<file path="src/rtl/traffic_ctrl_timed.sv">
// Two-approach intersection controller (main road NS, side road EW).
// Phase lengths are counted in timebase ticks; NS green is held until the
// side-road sensor has registered a request. A flashing-yellow mode overrides
// the normal cycle whenever flash_en is high.
module traffic_ctrl_timed #(
    parameter int unsigned CNT_W          = 8,
    parameter int unsigned NS_GREEN_TICKS = 20,
    parameter int unsigned EW_GREEN_TICKS = 10,
    parameter int unsigned YELLOW_TICKS   = 4,
    parameter int unsigned ALLRED_TICKS   = 2
) (
    input  logic       clk,
    input  logic       reset,
    input  logic       tick,
    input  logic       ew_req,
    input  logic       flash_en,
    output logic       ns_r,
    output logic       ns_y,
    output logic       ns_g,
    output logic       ew_r,
    output logic       ew_y,
    output logic       ew_g,
    output logic [2:0] phase
);

    typedef enum logic [2:0] {
        StAllRedA = 3'd0,
        StNsG     = 3'd1,
        StNsY     = 3'd2,
        StAllRedB = 3'd3,
        StEwG     = 3'd4,
        StEwY     = 3'd5,
        StFlash   = 3'd6
    } state_e;

    // Counter reload values: a phase of D ticks counts D-1 down to 0.
    localparam logic [CNT_W-1:0] LdNsG    = CNT_W'(NS_GREEN_TICKS - 1);
    localparam logic [CNT_W-1:0] LdEwG    = CNT_W'(EW_GREEN_TICKS - 1);
    localparam logic [CNT_W-1:0] LdYellow = CNT_W'(YELLOW_TICKS - 1);
    localparam logic [CNT_W-1:0] LdAllRed = CNT_W'(ALLRED_TICKS - 1);

    // Raw bits so the unused code 7 is representable and recoverable.
    logic [2:0]       state_q;
    state_e           state_d;
    logic [CNT_W-1:0] cnt_q, cnt_d;
    logic             req_q, req_d;
    logic             blink_q, blink_d;
    logic             expired;

    assign expired = tick && (cnt_q == '0);

    // State, phase counter, sticky request and blink registers.
    always_ff @(posedge clk or negedge reset) begin
        if (!reset) begin
            state_q <= StAllRedA;
            cnt_q   <= LdAllRed;
            req_q   <= 1'b0;
            blink_q <= 1'b0;
        end else begin
            state_q <= state_d;
            cnt_q   <= cnt_d;
            req_q   <= req_d;
            blink_q <= blink_d;
        end
    end

    // Next-state: flash override, then illegal recovery, then timed sequence.
    always_comb begin
        state_d = state_e'(state_q);
        cnt_d   = cnt_q;
        req_d   = req_q | ew_req;
        blink_d = blink_q;

        if (tick && (cnt_q != '0)) begin
            cnt_d = cnt_q - 1'b1;
        end

        if (flash_en) begin
            if (state_q != StFlash) begin
                state_d = StFlash;
                blink_d = 1'b0;
            end else if (tick) begin
                blink_d = ~blink_q;
            end
        end else begin
            case (state_q)
                StAllRedA: begin
                    if (expired) begin
                        state_d = StNsG;
                        cnt_d   = LdNsG;
                    end
                end
                StNsG: begin
                    // Green extension: without a request the counter parks at 0.
                    if (expired && req_q) begin
                        state_d = StNsY;
                        cnt_d   = LdYellow;
                    end
                end
                StNsY: begin
                    if (expired) begin
                        state_d = StAllRedB;
                        cnt_d   = LdAllRed;
                    end
                end
                StAllRedB: begin
                    if (expired) begin
                        state_d = StEwG;
                        cnt_d   = LdEwG;
                        req_d   = 1'b0;  // serving EW consumes the request
                    end
                end
                StEwG: begin
                    if (expired) begin
                        state_d = StEwY;
                        cnt_d   = LdYellow;
                    end
                end
                StEwY: begin
                    if (expired) begin
                        state_d = StAllRedA;
                        cnt_d   = LdAllRed;
                    end
                end
                default: begin
                    // FLASH with flash_en low, or the illegal code 7.
                    state_d = StAllRedA;
                    cnt_d   = LdAllRed;
                end
            endcase
        end
    end

    // Lamp decode from registered state only.
    always_comb begin
        ns_r = 1'b0;
        ns_y = 1'b0;
        ns_g = 1'b0;
        ew_r = 1'b0;
        ew_y = 1'b0;
        ew_g = 1'b0;
        case (state_q)
            StNsG: begin
                ns_g = 1'b1;
                ew_r = 1'b1;
            end
            StNsY: begin
                ns_y = 1'b1;
                ew_r = 1'b1;
            end
            StEwG: begin
                ew_g = 1'b1;
                ns_r = 1'b1;
            end
            StEwY: begin
                ew_y = 1'b1;
                ns_r = 1'b1;
            end
            StFlash: begin
                ns_y = blink_q;
                ew_y = blink_q;
            end
            default: begin
                ns_r = 1'b1;
                ew_r = 1'b1;
            end
        endcase
    end

    assign phase = state_q;

endmodule

</file>
<file path="config.mk">
export PLATFORM = sky130hd
export DESIGN_NAME = traffic_ctrl_timed
export DESIGN_NICKNAME = d
export VERILOG_FILES = /design/src/rtl/traffic_ctrl_timed.sv
export SDC_FILE = /design/constraint.sdc
export NUM_CORES = 1
export LEC_CHECK = 0
export ABC_AREA = 1
export ABC_CLOCK_PERIOD_IN_PS = 3820
export CAP_MARGIN = 20
export CORE_AREA = 2 2 59 61
export DETAILED_ROUTE_END_ITERATION = 8
export DIE_AREA = 0 0 61 63
export GPL_TIMING_DRIVEN = 1
export SLEW_MARGIN = 20
export SYNTH_ARGS = -nofsm -noshare
export SYNTH_HDL_FRONTEND = slang
export SYNTH_SLANG_ARGS = --single-unit
export TNS_END_PERCENT = 50
</file>
<file path="constraint.sdc">
create_clock -name clk -period 3.82 [get_ports clk]
set_input_delay 0.764 -clock clk [delete_from_list [all_inputs] [get_ports clk]]
set_output_delay 0.764 -clock clk [all_outputs]
set_load 0.01 [all_outputs]
</file>
==> metrics.md, run 1 <==
| Metric | Value |
|---|---|
| CTS tree | `built` |
| Synth Cell Area | `967.2 µm²` |
| Largest delay share family, worst path | `buffers and inverters` |
| Total CTS buffers | `3` |
| Tightest Pin Transition | `618.9 ps` |
| Number of flops mapped to enable cells by yosys | `0` |
| Die Span Y | `63 µm` |
| Antenna-violating nets left | `0` |
| Worst EP arrival | `2040 ps` |
| Setup_tns | `0 ps` |
| Critical path required time | `3060 ps` |
| Critical path buffers and inverters | `2` |
| Clk root buf | `clkbuf_4` |
| Synth warnings | `0` |
| LEAKAGE | `0.5793 nW` |
| CTS max path bufs | `2` |
| Post-route clock period utilization | `0.7347` |
| Count of different cell masters after synthesis | `23` |
| Clock sink count | `13` |
| Fin crit period | `2807 ps` |
| Die Span X | `61 µm` |
| R2r startpoint | `cnt_q[0]` |
| Max Fclk | `0.3563 GHz` |
| Number of antenna violations at the first check in global routing | `0` |
| Worst rel slew slack | `0.5861` |
| Crit path max fanout | `9` |
| Postcts setup bufs | `0` |
| Seq/Total Area, Yosys | `0.3376` |
| Final Hold Vio Count | `0` |
| Synthesized Nets | `156` |
| Fin cells | `210` |
| Cells after DPL | `206` |
| Hold_buf cts | `0` |
| Synth-to-Final Area Change | `20.44%` |
| Max IR drop VDD | `0.3310 mV` |
| DR DRC count | `0` |
| RSZ-0062 raised after global routing | `false` |
| Routability Congestion | `0.9016` |
| Commonest register cell after synthesis | `dfrtp_1` |
| Gr usage total | `0.1398` |
| HPWL Detailed | `1815 µm` |
| Die area | `3843 µm²` |
| Average cell area after synthesis | `6.491 µm²` |
| Final core occ | `0.3604` |
| Vias | `990` |
| Routed wire length | `2362 µm` |
| Clk_skew | `5.235 ps` |
| CP Cell Sequence | `nand2_1 -> nor2_1 -> inv_1 -> o21ai_0 -> clkdlybuf4s50_1` |
| Final setup fails | `0` |
| Cell Rows | `21` |
| Post-cts resize count | `0` |
| Worst Hold Class | `register to register` |
| Grt ovf | `0` |
| Final #Nets | `172` |
| Layout cell share with drive strength beyond 1 | `0.08537` |
| Placeable core area | `3232 µm²` |
| Seq cells post-synth | `13` |
| I/O pin total | `14` |
| First-pass GRT wire length | `4064 µm` |
| DR WL/cell | `11.25 µm` |
| Delay of the slowest critical-path stage | `560 ps` |
| Clock transition at path regs | `90 ps` |
| Syn Inst Count | `149` |
| Antenna Diode Count | `0` |
| PortBufs | `13` |
| Pin count of the biggest net entering global routing | `14` |
| Latest clock arrival within the worst-skew pair | `280 ps` |
| Status | `finished clean` |
| Most frequent cells in the layout | `nand2_1 (48), nor2_1 (20), inv_1 (18)` |
| Commonest non-fill, non-tap cell in the layout | `nand2_1` |
| Kind of critical path | `register to output port` |
| Critical Path Slowest Stage Cell | `clkdlybuf4s50_1` |
| CP startpoint kind | `register` |
| Hold Crit Start | `cnt_q[0]` |
| Vias per Instance | `4.714` |
| PwrDens | `757.1 nW/µm²` |
| Ys async rst share | `1.000` |
| Setup crit start | `phase[2]` |
| Fin. max-slew vios | `0` |
| Crit. End Element | `output port` |
| Starting density of the core | `0.2993` |
| # H-tree levels | `1` |
| Vias in the first global route | `972` |
| DRT Pass-1 Iters | `4` |
| Starting DRT DRC Count | `51` |
| Max cap viols | `0` |
[registers in the layout, indices dropped and copies added (netlist names)]
register  flops
cnt_q         8
phase         3
blink_q       1
req_q         1
[tightest hold or removal path: stages (launching register included)]
cell	delay, ps
dfstp_2	380
nand2_1	60
nand3_1	70
[cells in the mapped netlist, types with 2 or more instances]
cell type   n  share of area
nand2_1    48           0.19
nor2_1     20          0.078
inv_1      18          0.070
nand3_1    14          0.072
dfrtp_1    12           0.31
o21ai_0     9          0.047
nand2_2     5          0.032
a21oi_1     3          0.016
nand4_1     3          0.019
ha_1        2          0.026
nor2_2      2          0.013
xor2_1      2          0.018
[through the flow]
step / total power [mW] / setup WS, ps / hold slack, ps / area (µm²)
floorplan: 0.6211 / 1852 / 468.4 / 967.2
global placement: 0.7724 / 1445 / 489.5 / 1139
detailed placement: 0.7898 / 1373 / 505.9 / 1139
CTS: 0.8848 / 1035 / 518.7 / 1165
global route: 0.9781 / 827.5 / 556.7 / 1165
finish: 0.8819 / 1013 / 510.6 / 1165
[cells by family after synthesis]
group / count (synthesis) / share of synthesized area
XOR/XNOR: 3 / 0.02717
AO/OA/AOI/OAI: 14 / 0.07373
flip-flops: 13 / 0.3377
adder cells (fa/ha/maj): 2 / 0.02587
buffers and inverters: 21 / 0.09054
AND/OR/NAND/NOR: 96 / 0.4450
[report_power, final]
part	internal (mW)	switching, mW
logic	0.220	0.307
clock network	0.0405	0.0505
registers	0.197	0.0675
total	0.457	0.425
[metal layers]
| metal | share of wire | vias up | track usage | wire length (µm) |
|---|---|---|---|---|
| met5 | 0 | - | 0 | 0 |
| met3 | 0.069 | 11 | 0.04762 | 162 |
| met1 | 0.45 | 437 | 0.1739 | 1062 |
| li1 | - | 497 | - | - |
| met2 | 0.45 | 45 | 0.2191 | 1069 |
| met4 | 0.029 | 0 | 0.05163 | 68 |
[area by class of cell]
| class | instances | area, µm² |
|---|---|---|
| Clock buffer | 4 | 26.28 |
| Sequential cell | 13 | 326.6 |
| Timing Repair Buffer | 13 | 130.1 |
| Inverter | 19 | 71.32 |
| Multi-Input combinational cell | 115 | 553.0 |
| Fill cell | 352 | 2067 |
| Tap cell | 46 | 57.56 |
[final timing paths]
kind | cells past startpoint | to | slack, ps
max in group asynchronous | 1 | cnt_q[1] | 2560
min in group asynchronous | 1 | cnt_q[4] | 860
setup / recovery | 5 | ns_y | 1010
setup reg to reg | 10 | cnt_q[3] | 1970
hold reg to reg | 2 | cnt_q[0] | 510
hold / removal | 2 | cnt_q[0] | 510
No activity file was read; power rests on OpenSTA's default activity.
==> run 2: changes to the inputs <==
--- a/config.mk
+++ b/config.mk
@@ -6,7 +6,7 @@
 export NUM_CORES = 1
 export LEC_CHECK = 0
 export ABC_AREA = 1
-export ABC_CLOCK_PERIOD_IN_PS = 3820
+export ABC_CLOCK_PERIOD_IN_PS = 2590
 export CAP_MARGIN = 20
 export CORE_AREA = 2 2 59 61
 export DETAILED_ROUTE_END_ITERATION = 8
==> constraint.sdc (replaced) <==
create_clock -name clk -period 2.59 [get_ports clk]
set_input_delay 0.518 -clock clk [delete_from_list [all_inputs] [get_ports clk]]
set_output_delay 0.518 -clock clk [all_outputs]
set_load 0.01 [all_outputs]
==> metrics.md, run 2 (synthesis gave the netlist of run 1 again) <==
| Metric | Value |
|---|---|
| DR WL/cell | `11.40 µm (+1.4%)` |
| Clock power share | `0.102 (about the same)` |
| DP Area | `1139 µm² (unchanged)` |
| Commonest non-fill, non-tap cell in the layout | `nand2_1` |
| Status | `finished clean` |
| Placeable core area | `3232 µm² (unchanged)` |
| Number of antenna violations at the first check in global routing | `0 (unchanged)` |
| Vias | `976 (-1.4%)` |
| WHS Endpoint | `cnt_q[0]` |
| Max IR drop VDD | `0.4905 mV (+48%)` |
| Latest clock arrival within the worst-skew pair | `280 ps (about the same)` |
| CTS max path bufs | `2 (unchanged)` |
| Top reg by flops | `cnt_q` |
| Hold_buf cts | `0 (unchanged)` |
| First-pass GRT wire length | `4064 µm (unchanged)` |
| Clk root buf | `clkbuf_4` |
| Worst hold-check slack | `510.1 ps (-0.5230 ps)` |
| Pin count of the biggest net entering global routing | `14 (unchanged)` |
| Cell-internal power | `0.6774 mW (+48%)` |
| Kind of critical path | `register to output port` |
| Final setup fails | `0 (unchanged)` |
| Final core occ | `0.3616 (+0.001161)` |
| Total CTS buffers | `3 (unchanged)` |
| Grt ovf | `0 (unchanged)` |
| # H-tree levels | `1 (unchanged)` |
| Hold Crit Start | `cnt_q[0]` |
| Worst Hold Class | `register to register` |
| Worst rel slew slack | `0.5846 (-0.001548)` |
| Sequential group share of total power | `0.300 (about the same)` |
| Design Area, Final | `1169 µm² (+0.32%)` |
| Critical path required time | `2070 ps (-990 ps)` |
| R2r startpoint | `cnt_q[0]` |
| Cell Rows | `21 (unchanged)` |
| Vias in the first global route | `972 (unchanged)` |
| Antenna Diode Count | `0 (unchanged)` |
| Starting density of the core | `0.2993 (unchanged)` |
| M1 WL | `1068 µm (+0.56%)` |
| Fill cells | `353 (+0.28%)` |
| Multi-input logic area | `555.5 µm² (+0.45%)` |
| Clock sink count | `13 (unchanged)` |
| CTS tree | `built` |
| Total power | `1.305 mW (+48%)` |
| Synth-to-Final Area Change | `20.83%` |
| HPWL Detailed | `1815 µm (unchanged)` |
| DR DRC count | `0 (unchanged)` |
| Max Fclk | `0.4071 GHz` |
| Die Span Y | `63 µm (unchanged)` |
| Fin. max-slew vios | `0 (unchanged)` |
| Max cap viols | `0 (unchanged)` |
| Antenna-violating nets left | `0 (unchanged)` |
| PwrDens | `1117 nW/µm² (+47%)` |
| Switching portion of total power | `0.4809 (-0.0009137)` |
| Final #Nets | `172 (unchanged)` |
| I/O pin total | `14 (unchanged)` |
| Clk_skew | `7.128 ps (+1.893 ps)` |
| DRT Pass-1 Iters | `4 (unchanged)` |
| Vias per Instance | `4.648 (-1.4%)` |
| Routability Congestion | `0.9017 (about the same)` |
| Comb power frac | `0.598 (about the same)` |
| Met3 WL | `134 µm (-17%)` |
| Sequential Area | `327.8 µm² (+0.38%)` |
| Reg-to-reg endpoint | `cnt_q[3]` |
| Most frequent cells in the layout | `nand2_1 (48), nor2_1 (19), inv_1 (18)` |
| Net Switching | `0.6276 mW (+48%)` |
| Routed wire length | `2395 µm (+1.4%)` |
| Tightest Pin Transition | `621.2 ps (+2.315 ps)` |
| R2R Setup Slk | `740 ps (-1230 ps)` |
| Crit path max fanout | `8 (-1)` |
| Met2 WL | `1144 µm (+7.0%)` |
| Starting DRT DRC Count | `59 (+16%)` |
| Hold Path Cell Cnt | `2 (unchanged)` |
| LEAKAGE | `0.5781 nW (-0.20%)` |
| Clock transition at path regs | `90 ps (about the same)` |
| Gr usage total | `0.1398 (unchanged)` |
| Final Hold Vio Count | `0 (unchanged)` |
| Worst EP arrival | `1940 ps (-100 ps)` |
| Setup_tns | `0 ps (unchanged)` |
| Post-route clock period utilization | `0.9484` |
| Layout cell share with drive strength beyond 1 | `0.09756 (+0.01220)` |
| Setup crit start | `phase[1]` |
| Max Used Layer | `met4` |
| Reg2Reg Depth | `10 (unchanged)` |
| PortBufs | `13 (unchanged)` |
| Max reg flops | `8 (unchanged)` |
| Crit. End Element | `output port` |
| Die area | `3843 µm² (unchanged)` |
| Fin crit period | `2456 ps` |
| CP startpoint kind | `register` |
| Die Span X | `61 µm (unchanged)` |
-- run 2: cell counts in the layout (fill, tap and decap cells not counted) --
Identical to the previous run, type by type.
-- run 2: timing repair --
action / 4_1_cts / 5_1_grt
resized for setup: 0 / 2
endpoints found under the setup margin: 0 / 2
buffers inserted: 0 / 0
-- run 2: power by group through the flow --
| stage | registers [mW] | logic [mW] | clock network [mW] |
|---|---|---|---|
| global route | 0.410 | 0.891 | 0.150 |
| floorplan | 0.366 | 0.550 | 0 |
| CTS | 0.388 | 0.781 | 0.136 |
| finish | 0.391 | 0.781 | 0.133 |
| global placement | 0.385 | 0.755 | 0 |
| detailed placement | 0.391 | 0.774 | 0 |
-- run 2: per-stage QoR --
step / setup WS, ps / instances
after global placement: 460.5 / 206
after floorplan: 868.3 / 149
final: 133.6 / 210
after global routing: -17.28 / 210
after CTS: 50.64 / 210
after detailed placement: 388.5 / 206
-- run 2: worst max path at each step --
stage	end
floorplan	ew_y
global placement	ns_y
detailed placement	ns_y
CTS	ns_y
global route	ns_y
finish	ns_y
-- run 2: worst max-delay path: stages, from the launching register on --
cell             delay [ps]
dfrtp_1                 500
nand2_1                 180
nor2_2                  170
inv_1                    80
o21ai_0                 170
clkdlybuf4s50_1         560
-- run 2: routing by layer --
| metal | vias to the layer above | track usage |
|---|---|---|
| li1 | 496 | - |
| met1 | 443 | 0.1739 |
| met4 | 0 | 0.05163 |
| met5 | - | 0 |
| met2 | 31 | 0.2191 |
| met3 | 6 | 0.04762 |
-- run 2: area by class of cell --
type | count | share of cell area
Timing Repair Buffer | 13 | 0.1113
Sequential cell | 13 | 0.2805
Clock buffer | 4 | 0.02248
Inverter | 19 | 0.06103
Tap cell | 46 | 0.04925
Multi-Input combinational cell | 115 | 0.4754
==> run 3: changes to the inputs <==
--- a/config.mk
+++ b/config.mk
@@ -8,9 +8,9 @@
 export ABC_AREA = 1
 export ABC_CLOCK_PERIOD_IN_PS = 2590
 export CAP_MARGIN = 20
-export CORE_AREA = 2 2 59 61
+export CORE_AREA = 2 2 56 58
 export DETAILED_ROUTE_END_ITERATION = 8
-export DIE_AREA = 0 0 61 63
+export DIE_AREA = 0 0 58 60
 export GPL_TIMING_DRIVEN = 1
 export SLEW_MARGIN = 20
 export SYNTH_ARGS = -nofsm -noshare
==> metrics.md, run 3 (synthesis gave the netlist of run 1 again) <==
| Metric | Value |
|---|---|
| Commonest non-fill, non-tap cell in the layout | `nand2_1` |
| Antenna-violating nets left | `0 (unchanged)` |
| Routed wire length | `2224 µm (-7.1%)` |
| Crit path max fanout | `8 (unchanged)` |
| Critical path buffers and inverters | `2 (unchanged)` |
| CTS max path bufs | `2 (unchanged)` |
| Switching portion of total power | `0.4789 (-0.001988)` |
| Placeable core area | `2903 µm² (-10%)` |
| Final #Nets | `172 (unchanged)` |
| Fin cells | `197 (-6.2%)` |
| Clk_skew | `3.341 ps (-3.787 ps)` |
| DRT Pass-1 Iters | `4 (unchanged)` |
| Clk root buf | `clkbuf_4` |
| Cells after DPL | `193 (-6.3%)` |
| Total CTS buffers | `3 (unchanged)` |
| Fin crit period | `2479 ps (+22.43 ps)` |
| HPWL Detailed | `1685 µm (-7.2%)` |
| Fin. max-slew vios | `0 (unchanged)` |
| Grt ovf | `0 (unchanged)` |
| Crit. End Element | `output port` |
| First-pass GRT wire length | `4091 µm (+0.66%)` |
| Cell-internal power | `0.6761 mW (-0.19%)` |
| Vias per Instance | `4.995 (+7.5%)` |
| Die area | `3480 µm² (-9.4%)` |
| CTS tree | `built` |
| Comb power frac | `0.592 (-0.006)` |
| CP Cell Sequence | `nand2_1 -> nor2_2 -> inv_1 -> o21ai_0 -> clkdlybuf4s50_1` |
| Largest delay share family, worst path | `buffers and inverters` |
| Max IR drop VDD | `0.6119 mV (+25%)` |
| RSZ-0062 raised after global routing | `false` |
| Clock transition at path regs | `90 ps (about the same)` |
| Pin count of the biggest net entering global routing | `14 (unchanged)` |
| # H-tree levels | `1 (unchanged)` |
| Most frequent cells in the layout | `nand2_1 (48), nor2_1 (19), inv_1 (18)` |
| Vias in the first global route | `926 (-4.7%)` |
| Critical path required time | `2070 ps (about the same)` |
| Max reg flops | `8 (unchanged)` |
| Top reg by flops | `cnt_q` |
| Hold_buf cts | `0 (unchanged)` |
| Layout cell share with drive strength beyond 1 | `0.09756 (unchanged)` |
| Worst EP arrival | `1960 ps (+20 ps)` |
| Max cap viols | `0 (unchanged)` |
| Synth-to-Final Area Change | `19.15%` |
| Antenna Diode Count | `0 (unchanged)` |
| I/O pin total | `14 (unchanged)` |
| Clock power share | `0.107 (+0.005)` |
| Cell Rows | `20 (-4.8%)` |
| Die Span X | `58 µm (-4.9%)` |
| Starting DRT DRC Count | `44 (-25%)` |
| Gr usage total | `0.1533 (+0.01343)` |
| Latest clock arrival within the worst-skew pair | `290 ps (about the same)` |
| PwrDens | `1126 nW/µm² (+0.83%)` |
| Status | `finished clean` |
| DR WL/cell | `11.29 µm (-1.0%)` |
| Post-route clock period utilization | `0.9571 (+0.008661)` |
| Sequential group share of total power | `0.301 (about the same)` |
| Worst rel slew slack | `0.6049 (+0.02037)` |
| Setup_tns | `0 ps (unchanged)` |
| LEAKAGE | `0.5781 nW (unchanged)` |
| Number of antenna violations at the first check in global routing | `0 (unchanged)` |
| Kind of critical path | `register to output port` |
| Clock sink count | `13 (unchanged)` |
| Starting density of the core | `0.3332 (+0.03393)` |
| Max Fclk | `0.4034 GHz (-0.90%)` |
| Tightest Pin Transition | `590.7 ps (-30.47 ps)` |
| Final setup fails | `0 (unchanged)` |
| PortBufs | `13 (unchanged)` |
| Worst Hold Class | `register to register` |
| CP startpoint kind | `register` |
| R2R Setup Slk | `750 ps (about the same)` |
| Critical Path Slowest Stage Cell | `clkdlybuf4s50_1` |
| Net Switching | `0.6215 mW (-0.98%)` |
| Final Hold Vio Count | `0 (unchanged)` |
| Delay of the slowest critical-path stage | `560 ps (about the same)` |
| Routability Congestion | `0.9444 (+4.7%)` |
| DR DRC count | `0 (unchanged)` |
| Vias | `984 (+0.82%)` |
| Die Span Y | `60 µm (-4.8%)` |
-- run 3: cell counts in the layout (fill, tap and decap cells not counted) --
Identical to the previous run, type by type.
-- run 3: final cells by class --
class,count,area [µm²]
Timing Repair Buffer,13,130.1
Multi-Input combinational cell,115,555.5
Fill cell,320,1750
Inverter,19,71.32
Sequential cell,13,327.8
Tap cell,33,41.29
Clock buffer,4,26.28
-- run 3: per-stage QoR --
| stage | hold slack, ps | util | total power, mW | setup slack (ps) | instance area [µm²] |
|---|---|---|---|---|---|
| 6_report | 507.6 | 0.3970 | 1.298 | 111.2 | 1152 |
| 5_1_grt | 559.5 | 0.3970 | 1.447 | 10.93 | 1152 |
| 4_1_cts | 509.9 | 0.3957 | 1.296 | 30.80 | 1149 |
| 3_5_place_dp | 496.4 | 0.3866 | 1.150 | 378.4 | 1122 |
| 2_1_floorplan | 222.4 | - | 0.9161 | 868.3 | 967.2 |
| 3_3_place_gp | 491.7 | 0.3866 | 1.147 | 457.4 | 1122 |
-- run 3: power groups by stage --
stage | sequential (mW) | combinational [mW] | clock (mW)
after floorplan | 0.366 | 0.550 | 0
after global placement | 0.385 | 0.762 | 0
after detailed placement | 0.388 | 0.762 | 0
after CTS | 0.385 | 0.770 | 0.142
after global routing | 0.407 | 0.889 | 0.151
final | 0.390 | 0.769 | 0.139
-- run 3: path summary, 6_finish.rpt --
kind                       startpoint        to  cells past startpoint
max                          phase[1]      ns_y                      5
min                          cnt_q[0]  cnt_q[0]                      2
max reg2reg                  cnt_q[0]  cnt_q[3]                      9
min reg2reg                  cnt_q[0]  cnt_q[0]                      2
max in group asynchronous       reset  phase[2]                      1
min in group asynchronous       reset  cnt_q[1]                      1
-- run 3: routing by layer --
layer	GRT usage	vias to the layer above	part of all wire
met4	0.04983	0	0.011
li1	-	500	-
met1	0.1929	451	0.46
met2	0.2532	29	0.46
met5	0	-	0
met3	0.04329	4	0.067
-- run 3: worst register-to-register path, stage by stage, from the launching register on --
cell,delay [ps]
dfstp_2,540
inv_1,90
ha_1,200
nand2_1,120
nor2_4,70
nor2_2,310
nand2_1,90
o21ai_1,130
or2_0,130
nand2_1,50
-- run 3: what timing repair did --
action                     in CTS  in global routing
resized for setup               0                  2
setup buffers                   0                  0
setup endpoints to repair       0                  2
